==> src/rtl/gray_digit_entry_if.sv <==
// gray_digit_entry_if
//   Bundles the switch/button inputs and the digit/number outputs of the
//   Gray-code digit entry stage.
//   master : drives ag..dg, btn_load and btn_clear, and observes the results.
//   slave  : the entry stage itself, which reads the inputs and drives
//            bcd_unidades/decenas/centenas, value_bin, digit_count,
//            number_valid, digit_stb and err_stb.
interface gray_digit_entry_if;
   logic       ag;
   logic       bg;
   logic       cg;
   logic       dg;
   logic       btn_load;
   logic       btn_clear;
   logic [3:0] bcd_unidades;
   logic [3:0] bcd_decenas;
   logic [3:0] bcd_centenas;
   logic [9:0] value_bin;
   logic [1:0] digit_count;
   logic       number_valid;
   logic       digit_stb;
   logic       err_stb;

   modport master (
      output ag, bg, cg, dg, btn_load, btn_clear,
      input  bcd_unidades, bcd_decenas, bcd_centenas, value_bin,
             digit_count, number_valid, digit_stb, err_stb
   );

   modport slave (
      input  ag, bg, cg, dg, btn_load, btn_clear,
      output bcd_unidades, bcd_decenas, bcd_centenas, value_bin,
             digit_count, number_valid, digit_stb, err_stb
   );
endinterface

==> src/rtl/gray_digit_entry.sv <==
// gray_digit_entry
//   Input stage of the Gray-code decimal display path. The asynchronous
//   switches (ag = MSB .. dg = LSB) and the two raw buttons are synchronised,
//   the buttons are debounced, and each load event converts the Gray value
//   to binary and shifts it in as a decimal digit. Up to three digits are
//   held as BCD plus their binary value.
//
//   Ports:
//     clk  - system clock (27 MHz)
//     rst  - asynchronous, active-high reset
//     bus  - gray_digit_entry_if.slave: switch/button inputs, BCD digits,
//            value_bin (0..999), digit_count, number_valid, and the
//            one-cycle digit_stb / err_stb pulses
//
//   Parameters:
//     SYNC_STAGES - synchroniser depth (>= 2)
//     DEB_CYCLES  - stable cycles needed before a debounced level changes
//
//   Optional build macro GRAY_STABLE_EN: when defined, a load is accepted
//   only if the synchronised Gray bits have been unchanged for at least
//   DEB_CYCLES cycles; otherwise it is rejected with err_stb.
module gray_digit_entry #(
   parameter int SYNC_STAGES = 2,
   parameter int DEB_CYCLES  = 270000
) (
   input  logic              clk,
   input  logic              rst,
   gray_digit_entry_if.slave bus
);

   localparam int            CW      = $clog2(DEB_CYCLES + 1);
   localparam logic [CW-1:0] DEB_MAX = CW'(DEB_CYCLES - 1);

   typedef enum logic [1:0] {
      EMPTY = 2'd0,
      ENTRY = 2'd1,
      FULL  = 2'd2
   } state_t;

   // ------------------------------------------------------------------
   // Synchronisers: {ag, bg, cg, dg, btn_load, btn_clear}
   // ------------------------------------------------------------------
   logic [5:0] sync_pipe [SYNC_STAGES];
   logic [5:0] sync_out;

   // NOTE: the synchroniser array is small and must not show stale switch
   // values after reset, so every stage is cleared, unlike a data RAM.
   always_ff @(posedge clk or posedge rst) begin
      if (rst) begin
         for (int i = 0; i < SYNC_STAGES; i++) sync_pipe[i] <= '0;
      end else begin
         // NOTE: non-blocking assignments let every stage sample the old
         // value of its predecessor, forming a true shift chain.
         sync_pipe[0] <= {bus.ag, bus.bg, bus.cg, bus.dg, bus.btn_load, bus.btn_clear};
         for (int i = 1; i < SYNC_STAGES; i++) sync_pipe[i] <= sync_pipe[i-1];
      end
   end

   assign sync_out = sync_pipe[SYNC_STAGES-1];

   logic [3:0] gray_s;
   logic [1:0] btn_s;   // [1] = load, [0] = clear
   assign gray_s = sync_out[5:2];
   assign btn_s  = sync_out[1:0];

   // ------------------------------------------------------------------
   // Debounce and rising-edge event detection, one lane per button
   // ------------------------------------------------------------------
   logic [CW-1:0] deb_cnt [2];
   logic [1:0]    deb_lvl;
   logic [1:0]    deb_q;
   logic [1:0]    btn_evt;

   always_ff @(posedge clk or posedge rst) begin
      if (rst) begin
         for (int b = 0; b < 2; b++) deb_cnt[b] <= '0;
         deb_lvl <= '0;
         deb_q   <= '0;
      end else begin
         for (int b = 0; b < 2; b++) begin
            if (btn_s[b] == deb_lvl[b]) begin
               deb_cnt[b] <= '0;
            end else if (deb_cnt[b] == DEB_MAX) begin
               deb_lvl[b] <= btn_s[b];
               deb_cnt[b] <= '0;
            end else begin
               deb_cnt[b] <= deb_cnt[b] + CW'(1);
            end
         end
         deb_q <= deb_lvl;
      end
   end

   assign btn_evt = deb_lvl & ~deb_q;

   logic load_evt;
   logic clr_evt;
   assign load_evt = btn_evt[1];
   assign clr_evt  = btn_evt[0];

   // ------------------------------------------------------------------
   // Optional Gray stability qualifier
   // ------------------------------------------------------------------
   logic gray_stable;

`ifdef GRAY_STABLE_EN
   localparam logic [CW-1:0] STAB_MAX = CW'(DEB_CYCLES);

   logic [3:0]    gray_prev;
   logic [CW-1:0] stab_cnt;

   // Counts cycles the synchronised Gray value has held, saturating once
   // it has been stable long enough.
   always_ff @(posedge clk or posedge rst) begin
      if (rst) begin
         gray_prev <= '0;
         stab_cnt  <= '0;
      end else begin
         gray_prev <= gray_s;
         if (gray_s != gray_prev)    stab_cnt <= '0;
         else if (stab_cnt != STAB_MAX) stab_cnt <= stab_cnt + CW'(1);
      end
   end

   assign gray_stable = (stab_cnt == STAB_MAX);
`else
   assign gray_stable = 1'b1;
`endif

   // ------------------------------------------------------------------
   // Gray to binary
   // ------------------------------------------------------------------
   logic [3:0] bin;
   assign bin[3] = gray_s[3];
   assign bin[2] = bin[3] ^ gray_s[2];
   assign bin[1] = bin[2] ^ gray_s[1];
   assign bin[0] = bin[1] ^ gray_s[0];

   // ------------------------------------------------------------------
   // Entry FSM and digit registers
   // ------------------------------------------------------------------
   state_t     state,     state_n;
   logic [3:0] dig_u,     dig_u_n;
   logic [3:0] dig_d,     dig_d_n;
   logic [3:0] dig_c,     dig_c_n;
   logic [9:0] value,     value_n;
   logic [1:0] count,     count_n;
   logic       stb_digit, stb_digit_n;
   logic       stb_err,   stb_err_n;

   always_ff @(posedge clk or posedge rst) begin
      if (rst) begin
         state     <= EMPTY;
         dig_u     <= '0;
         dig_d     <= '0;
         dig_c     <= '0;
         value     <= '0;
         count     <= '0;
         stb_digit <= 1'b0;
         stb_err   <= 1'b0;
      end else begin
         state     <= state_n;
         dig_u     <= dig_u_n;
         dig_d     <= dig_d_n;
         dig_c     <= dig_c_n;
         value     <= value_n;
         count     <= count_n;
         stb_digit <= stb_digit_n;
         stb_err   <= stb_err_n;
      end
   end

   always_comb begin
      // NOTE: every output of this block is given a hold/idle value first,
      // so no path can leave one unassigned and infer a latch.
      state_n     = state;
      dig_u_n     = dig_u;
      dig_d_n     = dig_d;
      dig_c_n     = dig_c;
      value_n     = value;
      count_n     = count;
      stb_digit_n = 1'b0;
      stb_err_n   = 1'b0;

      // Clear has priority over a coincident load and issues no strobe.
      if (clr_evt) begin
         state_n = EMPTY;
         dig_u_n = '0;
         dig_d_n = '0;
         dig_c_n = '0;
         value_n = '0;
         count_n = '0;
      end else if (load_evt) begin
         if (state == FULL || bin > 4'd9 || !gray_stable) begin
            stb_err_n = 1'b1;
         end else begin
            dig_c_n     = dig_d;
            dig_d_n     = dig_u;
            dig_u_n     = bin;
            // value*10 + digit; at most 99*10+9, so 10 bits never overflow.
            value_n     = (value << 3) + (value << 1) + {6'd0, bin};
            count_n     = count + 2'd1;
            stb_digit_n = 1'b1;
            state_n     = (count == 2'd2) ? FULL : ENTRY;
         end
      end
   end

   assign bus.bcd_unidades = dig_u;
   assign bus.bcd_decenas  = dig_d;
   assign bus.bcd_centenas = dig_c;
   assign bus.value_bin    = value;
   assign bus.digit_count  = count;
   assign bus.number_valid = (state == FULL);
   assign bus.digit_stb    = stb_digit;
   assign bus.err_stb      = stb_err;

endmodule
==> src/flat_wrapper.sv <==
// flat-port wrapper written by rule: the top's interface ports become plain ports
module gray_digit_entry_flat 
#(
   parameter int SYNC_STAGES = 2,
   parameter int DEB_CYCLES  = 270000
)
  (clk, rst, bus_ag, bus_bg, bus_cg, bus_dg, bus_btn_load, bus_btn_clear, bus_bcd_unidades, bus_bcd_decenas, bus_bcd_centenas, bus_value_bin, bus_digit_count, bus_number_valid, bus_digit_stb, bus_err_stb);
  gray_digit_entry_if bus_i ();
  input  logic clk;
  input  logic rst;
  input wire logic [$bits(bus_i.ag)-1:0] bus_ag;
  input wire logic [$bits(bus_i.bg)-1:0] bus_bg;
  input wire logic [$bits(bus_i.cg)-1:0] bus_cg;
  input wire logic [$bits(bus_i.dg)-1:0] bus_dg;
  input wire logic [$bits(bus_i.btn_load)-1:0] bus_btn_load;
  input wire logic [$bits(bus_i.btn_clear)-1:0] bus_btn_clear;
  output wire logic [$bits(bus_i.bcd_unidades)-1:0] bus_bcd_unidades;
  output wire logic [$bits(bus_i.bcd_decenas)-1:0] bus_bcd_decenas;
  output wire logic [$bits(bus_i.bcd_centenas)-1:0] bus_bcd_centenas;
  output wire logic [$bits(bus_i.value_bin)-1:0] bus_value_bin;
  output wire logic [$bits(bus_i.digit_count)-1:0] bus_digit_count;
  output wire logic [$bits(bus_i.number_valid)-1:0] bus_number_valid;
  output wire logic [$bits(bus_i.digit_stb)-1:0] bus_digit_stb;
  output wire logic [$bits(bus_i.err_stb)-1:0] bus_err_stb;
  assign bus_i.ag = bus_ag;
  assign bus_i.bg = bus_bg;
  assign bus_i.cg = bus_cg;
  assign bus_i.dg = bus_dg;
  assign bus_i.btn_load = bus_btn_load;
  assign bus_i.btn_clear = bus_btn_clear;
  assign bus_bcd_unidades = bus_i.bcd_unidades;
  assign bus_bcd_decenas = bus_i.bcd_decenas;
  assign bus_bcd_centenas = bus_i.bcd_centenas;
  assign bus_value_bin = bus_i.value_bin;
  assign bus_digit_count = bus_i.digit_count;
  assign bus_number_valid = bus_i.number_valid;
  assign bus_digit_stb = bus_i.digit_stb;
  assign bus_err_stb = bus_i.err_stb;
  gray_digit_entry #(.SYNC_STAGES(SYNC_STAGES), .DEB_CYCLES(DEB_CYCLES)) u_core (.clk(clk), .rst(rst), .bus(bus_i));
endmodule
==> config.mk <==
export PLATFORM = sky130hd
export DESIGN_NAME = gray_digit_entry_flat
export DESIGN_NICKNAME = d
export VERILOG_FILES = /design/src/rtl/gray_digit_entry_if.sv /design/src/rtl/gray_digit_entry.sv /design/src/flat_wrapper.sv
export SDC_FILE = /design/constraint.sdc
export NUM_CORES = 1
export LEC_CHECK = 0
export CAP_MARGIN = 15
export CORE_MARGIN = 2
export CORE_UTILIZATION = 40
export CTS_CLUSTER_DIAMETER = 80
export CTS_CLUSTER_SIZE = 40
export DETAILED_ROUTE_END_ITERATION = 16
export HOLD_SLACK_MARGIN = 0.1
export SLEW_MARGIN = 15
export SYNTH_ARGS = -nofsm -noshare
export SYNTH_HDL_FRONTEND = slang
export SYNTH_SLANG_ARGS = --single-unit
export TNS_END_PERCENT = 100
==> constraint.sdc <==
create_clock -name clk -period 3.3 [get_ports clk]
set_input_delay 0.66 -clock clk [delete_from_list [all_inputs] [get_ports clk]]
set_output_delay 0.66 -clock clk [all_outputs]
set_load 0.05 [all_outputs]
==> results.py <==
metrics = {
    "finish": {
        "antenna_cells": 0,
        "fin_nets": 420,
        "drive_above_1_share": 0.0914,
        "final_common_cell": "dfrtp_1",
        "post-route-cell-area_um2": 4630,
        "area_growth_pct": 16.7,
        "n_fill_cell": 883,
        "final_cell_mix": "dfrtp_1, nor2_1, clkdlybuf4s50_1",
    },
    "place": {
        "post_dp_cell_area_um2": 4420,
        "dp_hpwl_um": 5060,
        "place_congestion": 0.825,
        "port_buffers": 34,
    },
    "synth": {
        "synth_cell_types": 50,
        "syn-cell-area_um2": 3960,
        "synth_top_area_share": 0.511,
        "synth_fp_nets": 386,
        "ys.flop_type": "dfrtp_1",
        "ys_seq_elements": 81,
        "syn_avg_cell_area_um2": 11.2,
        "async_reset_ff_frac": 1.00,
        "synth-edff-count": 0,
        "syn-instance-count": 355,
        "yosysSeqAreaShare": 0.511,
        "synthTopCellsByArea": "dfrtp_1, ha_1, a22o_1, xnor2_1, nor2_1",
        "yosys.area.top_type": "dfrtp_1",
        "ys_warn_count": 0,
    },
    "setup_path": {
        "end_kind": "register",
        "critPathLaunch": "u_core.sync_out[5]",
        "worstPathRequired_ns": 3.54,
        "critPathMaxFanout": 4,
        "cp.arrival_ns": 3.12,
        "crit_type": "register to register",
        "critPathLaunchType": "register",
        "r2r_start": "u_core.sync_out[5]",
    },
    "drt": {
        "drt_iter0_drc": 100,
        "routedWlPerCell_um": 13.7,
        "drc": 0,
        "wl_um": 7240,
        "via_per_inst": 5.11,
        "via_count": 2691,
        "dr.pass1.iters": 4,
        "ant_nets": 0,
    },
    "pwr": {
        "power.density_nw_per_um2": 400,
        "leakage_nw": 2.09,
        "ir_drop_v": 0.000265,
    },
    "clocking": {
        "htreeDepth": 3,
        "clk_pin_slew_ns": 0.09,
        "cts_tree": "yes",
        "cts_hold_buf": 0,
        "cts_resized": 0,
        "root_buffer": "clkbuf_8",
        "cts_buffers": 9,
        "cts_buffer_depth": 2,
        "cts_sinks": 81,
        "post-cts-setup-buffers": 0,
        "clk_latency_ns": 0.35,
    },
    "sta": {
        "tightest_slew_ns": 0.706,
        "setup_viol": 0,
        "hold_viol": 0,
        "finalCritPeriodShare": 0.873,
        "max_freq_mhz": 347,
        "min_period_ns": 2.88,
        "skew_ns": 0.00788,
        "slew-limit-headroom": 0.529,
        "drv_slew": 0,
        "fin_setup_tns_ns": 0,
        "rsz0062_at_grt": "no",
    },
    "floorplan": {
        "start_util": 0.409,
        "coreArea_um2": 9680,
        "num_io_pins": 35,
        "dieHeight_um": 104,
        "fp.dieW_um": 104,
        "std_cell_rows": 36,
        "die_area_um2": 10700,
    },
    "run": {
        "maxCapViolations": 0,
    },
    "global_route": {
        "grt_first_pass_wirelength_um": 13100,
        "grt_max_degree": 65,
        "antenna_found_initial": 0,
        "gr-total-overflow": 0,
        "grt_usage": 0.147,
        "grt_pass1_vias": 2713,
    },
    "min_path": {
        "hold_path.class": "register to register",
        "hp-start": "u_core.sync_pipe[11]",
    },
    "run_status": {
        "status": "completed",
    },
}
==> registers in the layout, indices dropped and copies added, names as in the netlist <==
signal                   cells
u_core.bus.value_bin        10
u_core.sync_pipe             6
u_core.bus.err_stb           1
u_core.bus.bcd_unidades      3
u_core.bus.digit_count       2
u_core.bus.bcd_decenas       4
u_core.sync_out              6
u_core.deb_q                 2
u_core.deb_lvl               2
u_core.bus.digit_stb         1
u_core.deb_cnt              38
u_core.state                 2
u_core.bus.bcd_centenas      4
==> power breakdown <==
group	leakage [nW]	switching [mW]	total (mW)	internal (mW)
Combinational	0.883	0.0443	0.0687	0.0244
Clock	0.107	0.400	0.766	0.366
Sequential	1.10	0.0104	1.02	1.00
Total	2.09	0.455	1.85	1.40
==> cells in the mapped netlist (all sizes together), types with 5 or more instances <==
library cell  instances
xnor2                17
o21ai                15
dfrtp                81
a21oi                11
ha                   21
nor2                 39
nor4b                 5
nand4                15
buf                   9
xor2                 16
and4                  5
or3                   8
inv                  16
and3                  5
nand3                17
a22o                 19
nand2                12
==> path summary, 6_finish.rpt <==
kind / slack, ns / end / cells past startpoint
max in group asynchronous: 2.10 / u_core.bus.digit_stb / 3
max reg2reg: 0.42 / u_core.bus.value_bin[8] / 10
min in group asynchronous: 0.58 / u_core.deb_cnt[6] / 2
min reg2reg: 0.36 / u_core.sync_out[5] / 0
max: 0.42 / u_core.bus.value_bin[8] / 10
min: 0.36 / u_core.sync_out[5] / 0
==> final cells by class <==
class	instances	area, um2	area share
flip-flops and latches	81	2030	0.438
repair buffers	36	368	0.0795
clock buffers	9	124	0.0268
clock inverters	7	85.1	0.0184
multi-input cells	245	1790	0.388
well taps	133	166	0.0360
inverters	16	61.3	0.0133
==> routing by layer <==
layer / up-vias / track usage / wire length (um)
li1: 1339 / - / -
met3: 2 / 0.0390 / 208
met4: 0 / 0.0425 / 29
met5: - / 0 / 0
met1: 1314 / 0.206 / 3620
met2: 36 / 0.225 / 3380
==> worst max-delay path, cell delays in order, from the launching register on <==
cell	delay (ns)
dfrtp_1	0.43
ha_1	0.34
xor2_1	0.26
inv_1	0.10
ha_1	0.19
ha_1	0.22
fa_1	0.43
a211oi_1	0.24
o21ai_0	0.14
a21o_1	0.17
a32o_1	0.24
==> metrics by stage <==
| step | power [mW] | setup WS, ns | util | hold WS, ns | instances |
|---|---|---|---|---|---|
| final | 1.85 | 0.418 | 0.478 | 0.355 | 527 |
| after global routing | 1.94 | 0.147 | 0.478 | 0.373 | 527 |
| after CTS | 1.88 | 0.399 | 0.478 | 0.362 | 527 |
| after detailed placement | 1.11 | 0.430 | 0.456 | 0.335 | 511 |
| after global placement | 1.10 | 0.522 | 0.456 | 0.335 | 511 |
| after floorplan | 1.08 | 0.560 | - | 0.331 | 355 |
==> cells by family after synthesis <==
logic type               count (synthesis)  synth area share
multiplexers                             5            0.0136
AO/OA/AOI/OAI                           60             0.111
XOR/XNOR                                33            0.0729
buffers and inverters                   29            0.0360
adder cells (fa/ha/maj)                 23            0.0764
flip-flops                              81             0.511
AND/OR/NAND/NOR                        124             0.179
Power figures use the tool's default switching activity.
